`config.mk`:
```
export PLATFORM = sky130hd
export DESIGN_NAME = instr_mem_sync
export DESIGN_NICKNAME = d
export VERILOG_FILES = /design/src/rtl/instr_mem_sync.sv
export SDC_FILE = /design/constraint.sdc
export NUM_CORES = 2
export LEC_CHECK = 0
export CAP_MARGIN = 10
export CORE_MARGIN = 5
export CORE_UTILIZATION = 54
export DETAILED_ROUTE_END_ITERATION = 8
export PLACE_DENSITY = 0.82
export SLEW_MARGIN = 15
export SYNTH_ARGS = -nofsm -noshare
export SYNTH_HDL_FRONTEND = slang
export SYNTH_SLANG_ARGS = --single-unit
```
`constraint.sdc`:
```
create_clock -name clk -period 3.33 [get_ports clk]
set_clock_uncertainty 0.1 [all_clocks]
set_input_delay 0.333 -clock clk [delete_from_list [all_inputs] [get_ports clk]]
set_output_delay 0.333 -clock clk [all_outputs]
set_load 0.005 [all_outputs]
```
`src/rtl/instr_mem_sync.sv`:
```
// instr_mem_sync: synchronous instruction memory for the IF stage.
// Registered fetch port (1-cycle latency) with stall-hold and flush-to-NOP,
// plus a host boot-load port (valid/ready) and an auto-fill engine that pads
// every word after the last host word with NOP_WORD.
// Optional: `define INSTR_MEM_PARITY_EN adds a stored even-parity bit per word,
// a parity_err output and a force_bad_parity hook.
module instr_mem_sync #(
   parameter int unsigned        ADDR_W   = 6,
   parameter int unsigned        DATA_W   = 32,
   parameter logic [DATA_W-1:0]  NOP_WORD = DATA_W'(32'h0000_0013)
) (
   input  logic                clk,
   input  logic                rst_n,
   input  logic [ADDR_W+1:0]   pc,
   input  logic                fetch_en,
   input  logic                stall,
   input  logic                flush,
   output logic [DATA_W-1:0]   instr_out,
   output logic                instr_valid,
   output logic                misalign,
   input  logic                ld_start,
   input  logic                ld_valid,
   input  logic [DATA_W-1:0]   ld_data,
   input  logic                ld_last,
   output logic                ld_ready,
   output logic                busy,
   output logic                ld_done
`ifdef INSTR_MEM_PARITY_EN
   ,
   output logic                parity_err,
   input  logic                force_bad_parity
`endif
);

   localparam int unsigned DEPTH = 1 << ADDR_W;
   localparam int unsigned CNT_W = ADDR_W + 1;
`ifdef INSTR_MEM_PARITY_EN
   localparam int unsigned MEM_W = DATA_W + 1;
`else
   localparam int unsigned MEM_W = DATA_W;
`endif

   typedef enum logic [1:0] {
      S_RUN  = 2'd0,
      S_LOAD = 2'd1,
      S_FILL = 2'd2
   } state_t;

   state_t              state_q, state_d;
   logic [CNT_W-1:0]    cnt_q, cnt_d;
   logic [DATA_W-1:0]   instr_q, instr_d;
   logic                valid_q, valid_d;
   logic                mis_q, mis_d;
   logic                ld_ready_q, ld_ready_d;
   logic                busy_q, busy_d;
   logic                ld_done_q, ld_done_d;
   logic                par_err_q, par_err_d;

   logic [MEM_W-1:0]    mem [DEPTH];
   logic [MEM_W-1:0]    rd_word_c;
   logic                mem_we_c;
   logic [ADDR_W-1:0]   mem_waddr_c;
   logic [MEM_W-1:0]    mem_wdata_c;
   logic [MEM_W-1:0]    host_entry_c;
   logic [MEM_W-1:0]    nop_entry_c;
   logic                last_slot_c;
   logic                host_acc_c;

   // Storage encoding of host and fill words (parity bit on top when enabled).
   always_comb begin
`ifdef INSTR_MEM_PARITY_EN
      host_entry_c = {(^ld_data) ^ force_bad_parity, ld_data};
      nop_entry_c  = {^NOP_WORD, NOP_WORD};
`else
      host_entry_c = ld_data;
      nop_entry_c  = NOP_WORD;
`endif
   end

   assign rd_word_c   = mem[pc[ADDR_W+1:2]];
   assign last_slot_c = (cnt_q == CNT_W'(DEPTH - 1));
   assign host_acc_c  = ld_valid & ld_ready_q;

   // Next-state, fetch outputs and memory write control.
   always_comb begin
      state_d     = state_q;
      cnt_d       = cnt_q;
      instr_d     = instr_q;
      valid_d     = valid_q;
      mis_d       = mis_q;
      par_err_d   = par_err_q;
      ld_ready_d  = ld_ready_q;
      busy_d      = busy_q;
      ld_done_d   = 1'b0;
      mem_we_c    = 1'b0;
      mem_waddr_c = cnt_q[ADDR_W-1:0];
      mem_wdata_c = host_entry_c;

      // While loading or filling the fetch port only ever presents NOP.
      if (state_q != S_RUN) begin
         instr_d   = NOP_WORD;
         valid_d   = 1'b0;
         mis_d     = 1'b0;
         par_err_d = 1'b0;
      end

      case (state_q)
         S_RUN: begin
            if (flush) begin
               instr_d   = NOP_WORD;
               valid_d   = 1'b0;
               mis_d     = 1'b0;
               par_err_d = 1'b0;
            end else if (stall) begin
               instr_d = instr_q;
            end else if (fetch_en) begin
               instr_d   = rd_word_c[DATA_W-1:0];
               valid_d   = 1'b1;
               mis_d     = (pc[1:0] != 2'b00);
               par_err_d = ^rd_word_c;
            end else begin
               valid_d = 1'b0;
            end
            if (ld_start) begin
               state_d    = S_LOAD;
               cnt_d      = '0;
               busy_d     = 1'b1;
               ld_ready_d = 1'b1;
            end
         end
         S_LOAD: begin
            if (host_acc_c) begin
               mem_we_c = 1'b1;
               cnt_d    = cnt_q + CNT_W'(1);
               if (last_slot_c) begin
                  state_d    = S_RUN;
                  cnt_d      = '0;
                  busy_d     = 1'b0;
                  ld_ready_d = 1'b0;
                  ld_done_d  = 1'b1;
               end else if (ld_last) begin
                  state_d    = S_FILL;
                  ld_ready_d = 1'b0;
               end
            end
         end
         S_FILL: begin
            mem_we_c    = 1'b1;
            mem_wdata_c = nop_entry_c;
            cnt_d       = cnt_q + CNT_W'(1);
            if (last_slot_c) begin
               state_d    = S_RUN;
               cnt_d      = '0;
               busy_d     = 1'b0;
               ld_ready_d = 1'b0;
               ld_done_d  = 1'b1;
            end
         end
         default: begin
            state_d = S_RUN;
         end
      endcase
   end

   // State and output registers.
   always_ff @(posedge clk or negedge rst_n) begin
      if (!rst_n) begin
         state_q    <= S_RUN;
         cnt_q      <= '0;
         instr_q    <= NOP_WORD;
         valid_q    <= 1'b0;
         mis_q      <= 1'b0;
         par_err_q  <= 1'b0;
         ld_ready_q <= 1'b0;
         busy_q     <= 1'b0;
         ld_done_q  <= 1'b0;
      end else begin
         state_q    <= state_d;
         cnt_q      <= cnt_d;
         instr_q    <= instr_d;
         valid_q    <= valid_d;
         mis_q      <= mis_d;
         par_err_q  <= par_err_d;
         ld_ready_q <= ld_ready_d;
         busy_q     <= busy_d;
         ld_done_q  <= ld_done_d;
      end
   end

   // Memory array write port; contents survive reset.
   always_ff @(posedge clk) begin
      if (mem_we_c) begin
         mem[mem_waddr_c] <= mem_wdata_c;
      end
   end

   assign instr_out   = instr_q;
   assign instr_valid = valid_q;
   assign misalign    = mis_q;
   assign ld_ready    = ld_ready_q;
   assign busy        = busy_q;
   assign ld_done     = ld_done_q;
`ifdef INSTR_MEM_PARITY_EN
   assign parity_err  = par_err_q;
`else
   logic unused_par_c;
   assign unused_par_c = par_err_q;
`endif

endmodule

```
Word-level counts from Yosys, hierarchy flattened
Memory sizes are Yosys's and may differ from the RTL's.
Cells that the tools add are included.

storage, ports and cells
  bits in writable memories = 2048
  memories = 1
  output and inout port bits = 37
  logic and storage cells = 68
  register bits = 46
  input bits = 48

memory list
  memory  words  bits a word  rd ports  clocked after memory_dff  wr ports  line  RTL
  mem     64     32           1         0                         1         59    logic [MEM_W-1:0] mem [DEPTH];

cells by class
  bitwise operators = 1
  equal/unequal tests = 8
  $add $sub $neg = 1
  reductions and logical operators = 7
  mux-type cells = 42

operator list
  operator             count
  $mux 32              6
  $mux 1               22
  $mux 7               3
  $pmux 7 s3           1
  $mux 2               5
  $add 7x1->7 const B  1
  $eq 7x6->1 const B   1
  $ne 2x2->1 const B   3
  $ne 3x3->1 const B   2
  $pmux 1 s3           2
  $pmux 2 s3           1
  $reduce_and 5->1     1
  $pmux 1 s2           2
  $reduce_and 4->1     1
  $reduce_bool 2->1    2
  $reduce_and 3->1     1
  $reduce_bool 3->1    1
  $eq 2x1->1 const B   1
  $eq 2x2->1 const B   1
  $logic_not 2->1      1
  $and 1x1->1          1

Logic depth before layout (Yosys ltp)
  depth in word-level cells = 6
  gate-level depth with buffers = 10
  depth with buffers taken out = 7

Worst setup path after synthesis
Ideal clock, no wire load.

  kind = register -> register
  from = register state_q[0]
  to = memory mem[22][0] (netlist name) (enable)
  cell stages (with the launch flop) = 8
  required time = 2.809 ns
  data arrival time = 2.862 ns
  period minus slack after synthesis = 3.383 ns
  library setup time = 0.421 ns
  buffers on the path = 1
  path slack = -0.053 ns
  cell sequence = dfrtp_1 -> inv_1 -> ha_1 -> clkbuf_1 -> o21ai_0 -> nor2_1 -> nand3_1 -> nor2_1

on the way
  word-level cells in the longest chain between the ends = 4
  elaborated cells on any way between the ends = 5
  those cells by class = eq/ne: 2; mux: 3

RTL lines
  what                                             line  RTL
  from (decl)                                      49    state_t state_q, state_d;
  from (signal assigned)                           178   state_q <= state_d;
  $eq 2x2->1 / $eq 2x1->1 (equally long branches)  107   case (state_q)
  $pmux 1 s2 (*)                                   107
  $mux 1 (*)                                       192   if (mem_we_c) begin
  $mux 1 (implied by the code) (*)                 193   mem[mem_waddr_c] <= mem_wdata_c;
  to (decl)                                        59

Every way passes the cells marked *; elsewhere a longest branch is shown, timed or not.

Worst setup path after layout
  from = register state_q[1]
  to = register instr_q[6] (netlist: instr_out[6])

on the way
  word-level cells in the longest chain between the ends = 6
  elaborated cells on any way between the ends = 8
  those cells by class = eq/ne: 1; mux: 5; reduce/logical: 2

RTL lines
  what                  line  RTL
  $reduce_bool 2->1     100   if (state_q != S_RUN) begin
  $mux 32               100
  $mux 32               116   end else if (fetch_en) begin
  $mux 32               114   end else if (stall) begin
  $mux 32               109   if (flush) begin
  $mux 32               107
  to (signal assigned)  180   instr_q <= instr_d;
  to (decl)             51    logic [DATA_W-1:0] instr_q, instr_d;

Parallel ways exist; a longest one is shown, timed or not. The select of a mux whose other input is x is not followed.
A chain may end at the register's enable or synchronous reset.

==> results.sh <==
export IMPL_status="complete, no violations"
export IMPL_cts_root_buf="clkbuf_16"
export IMPL_grt_overflow=0
export IMPL_stdcell_count=6336
export IMPL_ys_flop_type="edfxtp_1"
export IMPL_p_sw_mw=13.0
export IMPL_p_int_mw=43.2
export IMPL_path_clk_slew_ns=0.06
export IMPL_post_dp_cell_area_um2=86600
export IMPL_ys_ff_latch=2094
export IMPL_drt_iter0_markers=6932
export IMPL_hold_path_endpoint="misalign$_DFF_PN0_"
export IMPL_yosysUniqueCellTypes=57
export IMPL_synthCells=3932
export IMPL_startpoint_type="flop"
export IMPL_rr_worst_depth=7
export IMPL_cts_tree="done"
export IMPL_crit_path_max_incr_delay_ns=0.69
export IMPL_ir_drop_mv=0.599
export IMPL_yosysTopAreaCell="edfxtp_1"
export IMPL_synth_fp_nets=3986
export IMPL_r2r_end="instr_out[6]$_DFFE_PN0P_"
export IMPL_wirelength_um=218000
export IMPL_tightest_slew_ns=0.938
export IMPL_numClockSinks=2094
export IMPL_num_vias=43500
export IMPL_insertion_delay_ns=0.83
export IMPL_grt_pass1_vias=44700
export IMPL_cp_max_fo=25
export IMPL_power_mw=56.2
export IMPL_postRouteAntennaNets=0
export IMPL_drc=0
export IMPL_nNetsFinal=4313
export IMPL_io_buffers=84
export IMPL_ctsResizeCount=0
export IMPL_yosys_warnings=0
export IMPL_fp_dieW_um=396
export IMPL_maxClockFrequency_ghz=0.316
export IMPL_arrival_ns=3.81
export IMPL_cts_buffers=188
export IMPL_hold_class="in2reg"
export IMPL_layout_drive_gt1_share_pct=22.3
export IMPL_clkPwrFrac_pct=36.5
export IMPL_via_per_inst=6.86
export IMPL_start_util_pct=54.4
export IMPL_cts_htree_levels=4
export IMPL_grt_max_degree=65
export IMPL_period_needed_ns=3.17
export IMPL_gp_congestion=0.851
export IMPL_rsz0062_at_grt="false"
export IMPL_io_pins=85
export IMPL_reg2reg_from="state_q[1]$_DFFE_PN0P_"
export IMPL_cap_violations=0
export IMPL_core_area_um2=148000
export IMPL_holdPathStages=3
export IMPL_p_leak_nw=30.3
export IMPL_fin_crit_sh_pct=95.1
export IMPL_async_flop_share_pct=2.20
export IMPL_avgRoutedWirePerCell_um=34.4
export IMPL_first_pass_iters=6
export IMPL_powerDensity_nw_per_um2=609
export IMPL_yosysMostFrequentCell="edfxtp_1"
export IMPL_hold_viol=0
export IMPL_cp_end_kind="flop"
export IMPL_yosysSeqAreaShare_pct=77.8
export IMPL_setup_viol=0
export IMPL_maxSlewViolCount=0
export IMPL_place_inst=5996
export IMPL_fin_area_um2=92300
export IMPL_yosysTopAreaCellShare_pct=76.4
export IMPL_p_seq_share_pct=54.7
export IMPL_grtUsageTotal_pct=27.8
export IMPL_fillers=9220
export IMPL_area_delta_synth_final_pct=14.7
export IMPL_syn_area_um2=80500
export IMPL_final_util_pct=62.4
export IMPL_netlist_top_cells_count="edfxtp_1, mux2i_1, mux4_2, a22oi_1, nand2_1"
export IMPL_crit_slowest_cell="ha_1"
export IMPL_startpoint="state_q[1]$_DFFE_PN0P_"
export IMPL_syn_avg_cell_area_um2=20.5
export IMPL_relSlewSlack_pct=37.2
export IMPL_synth_edf_count=2048
export IMPL_ys_top_cells_by_area="edfxtp_1, mux4_2, mux2i_1"
export IMPL_placementRows=141
export IMPL_postCtsSetupBuffers=0
export IMPL_required_ns=3.97
export IMPL_hold_buffers=2
export IMPL_path_cells="inv_1 -> ha_1 -> nand2b_1 -> or3_1 -> buf_12 -> a31oi_1 -> a211o_1"
export IMPL_antenna_found_initial=3
export IMPL_dieArea_um2=157000
export IMPL_r2r_slack_ns=0.16
export IMPL_cts_path_max_buffers=3
export IMPL_fp_dieH_um=396
export IMPL_dp_hpwl_um=120000
export IMPL_grt_pass1_wl_um=312000
export IMPL_p_sw_share_pct=23.1
export IMPL_combPwrFrac_pct=8.8
export IMPL_hold_start="pc[0]"
export IMPL_critPathKind="reg2reg"
critical path, delay by kind of cell (launching register included):
family / cells / cell delay (ns)
compound gates: 2 / 0.83
fa+ha+maj: 1 / 0.69
buf+inv: 2 / 0.39
flops: 1 / 0.45
simple gates: 2 / 0.61
how the worst max path moves through the flow:
stage	to	slack (ns)	cells past startpoint
after floorplan	mem[22][0]$_DFFE_PP_	-0.05	7
after global placement	instr_out[5]$_DFFE_PN0P_	0.21	8
after detailed placement	instr_out[5]$_DFFE_PN0P_	0.19	8
after CTS	instr_out[29]$_DFFE_PN0P_	0.32	7
after global routing	instr_out[6]$_DFFE_PN0P_	0.12	7
final	instr_out[6]$_DFFE_PN0P_	0.16	7
metal layers:
| layer | track usage [%] | up-vias | wire, um |
|---|---|---|---|
| li1 | - | 16900 | - |
| met1 | 35.6 | 22000 | 70200 |
| met2 | 44.3 | 3789 | 104000 |
| met3 | 7.88 | 761 | 31400 |
| met4 | 13.3 | 2 | 12100 |
| met5 | 0 | - | 12 |
registers in the layout (all words and copies together) (netlist names):
| signal | flops |
|---|---|
| instr_out | 32 |
| state_q | 2 |
| busy | 1 |
| misalign | 1 |
| instr_valid | 1 |
| mem | 2048 |
| ld_done | 1 |
| ld_ready | 1 |
| cnt_q | 7 |
power by group through the flow:
stage               clock (mW)  combinational [mW]  sequential [mW]
floorplan                    0                2.52             31.3
global placement             0                4.53             31.3
detailed placement           0                4.73             31.3
CTS                       20.6                4.81             30.7
global route              21.8                5.15             30.7
finish                    20.5                4.94             30.7
placed cells by master, fill, tap and decap left out, drive strengths merged, types with 6 or more instances in the layout:
master / n
a211o: 23
a21oi: 106
a22o: 49
a22oi: 154
a31oi: 98
and3: 6
buf: 286
bufinv: 6
clkbuf: 259
clkdlybuf4s50: 78
clkinv: 61
dfrtp: 43
edfxtp: 2048
ha: 6
inv: 13
mux2i: 405
mux4: 331
nand2: 126
nand2b: 8
nand3: 67
nor2: 83
nor2b: 43
nor3: 15
o21ai: 13
cell type report:
cell class / count / area (um2) / share of cell area (%)
Clock buffer: 259 / 5160 / 5.58
Multi-Input combinational cell: 1603 / 17400 / 18.9
Tap cell: 1930 / 2410 / 2.62
Sequential cell: 2094 / 62700 / 67.8
Inverter: 6 / 22.5 / 0.0244
Timing Repair Buffer: 366 / 4120 / 4.46
Clock inverter: 77 / 548 / 0.593
Antenna cell: 1 / 2.50 / 0.00271
through the flow:
| stage | hold WS [ns] | setup WS, ns | setup TNS, ns |
|---|---|---|---|
| floorplan | -0.0626 | -0.0532 | -24.76 |
| global placement | 0.422 | 0.213 | 0 |
| detailed placement | 0.416 | 0.192 | 0 |
| CTS | 0.0545 | 0.317 | 0 |
| global route | 0.141 | 0.118 | 0 |
| finish | 0.0816 | 0.163 | 0 |
logic make-up after synthesis:
kind of cell	count (synthesis)	synth area share, %
AOI/OAI and AO/OA	479	4.09
and+or+nand+nor	379	2.20
DFF	2094	77.8
adders and majority gates	6	0.0932
buffers and inverters	235	1.47
muxes	739	14.3
Power figures use the tool's default switching activity.
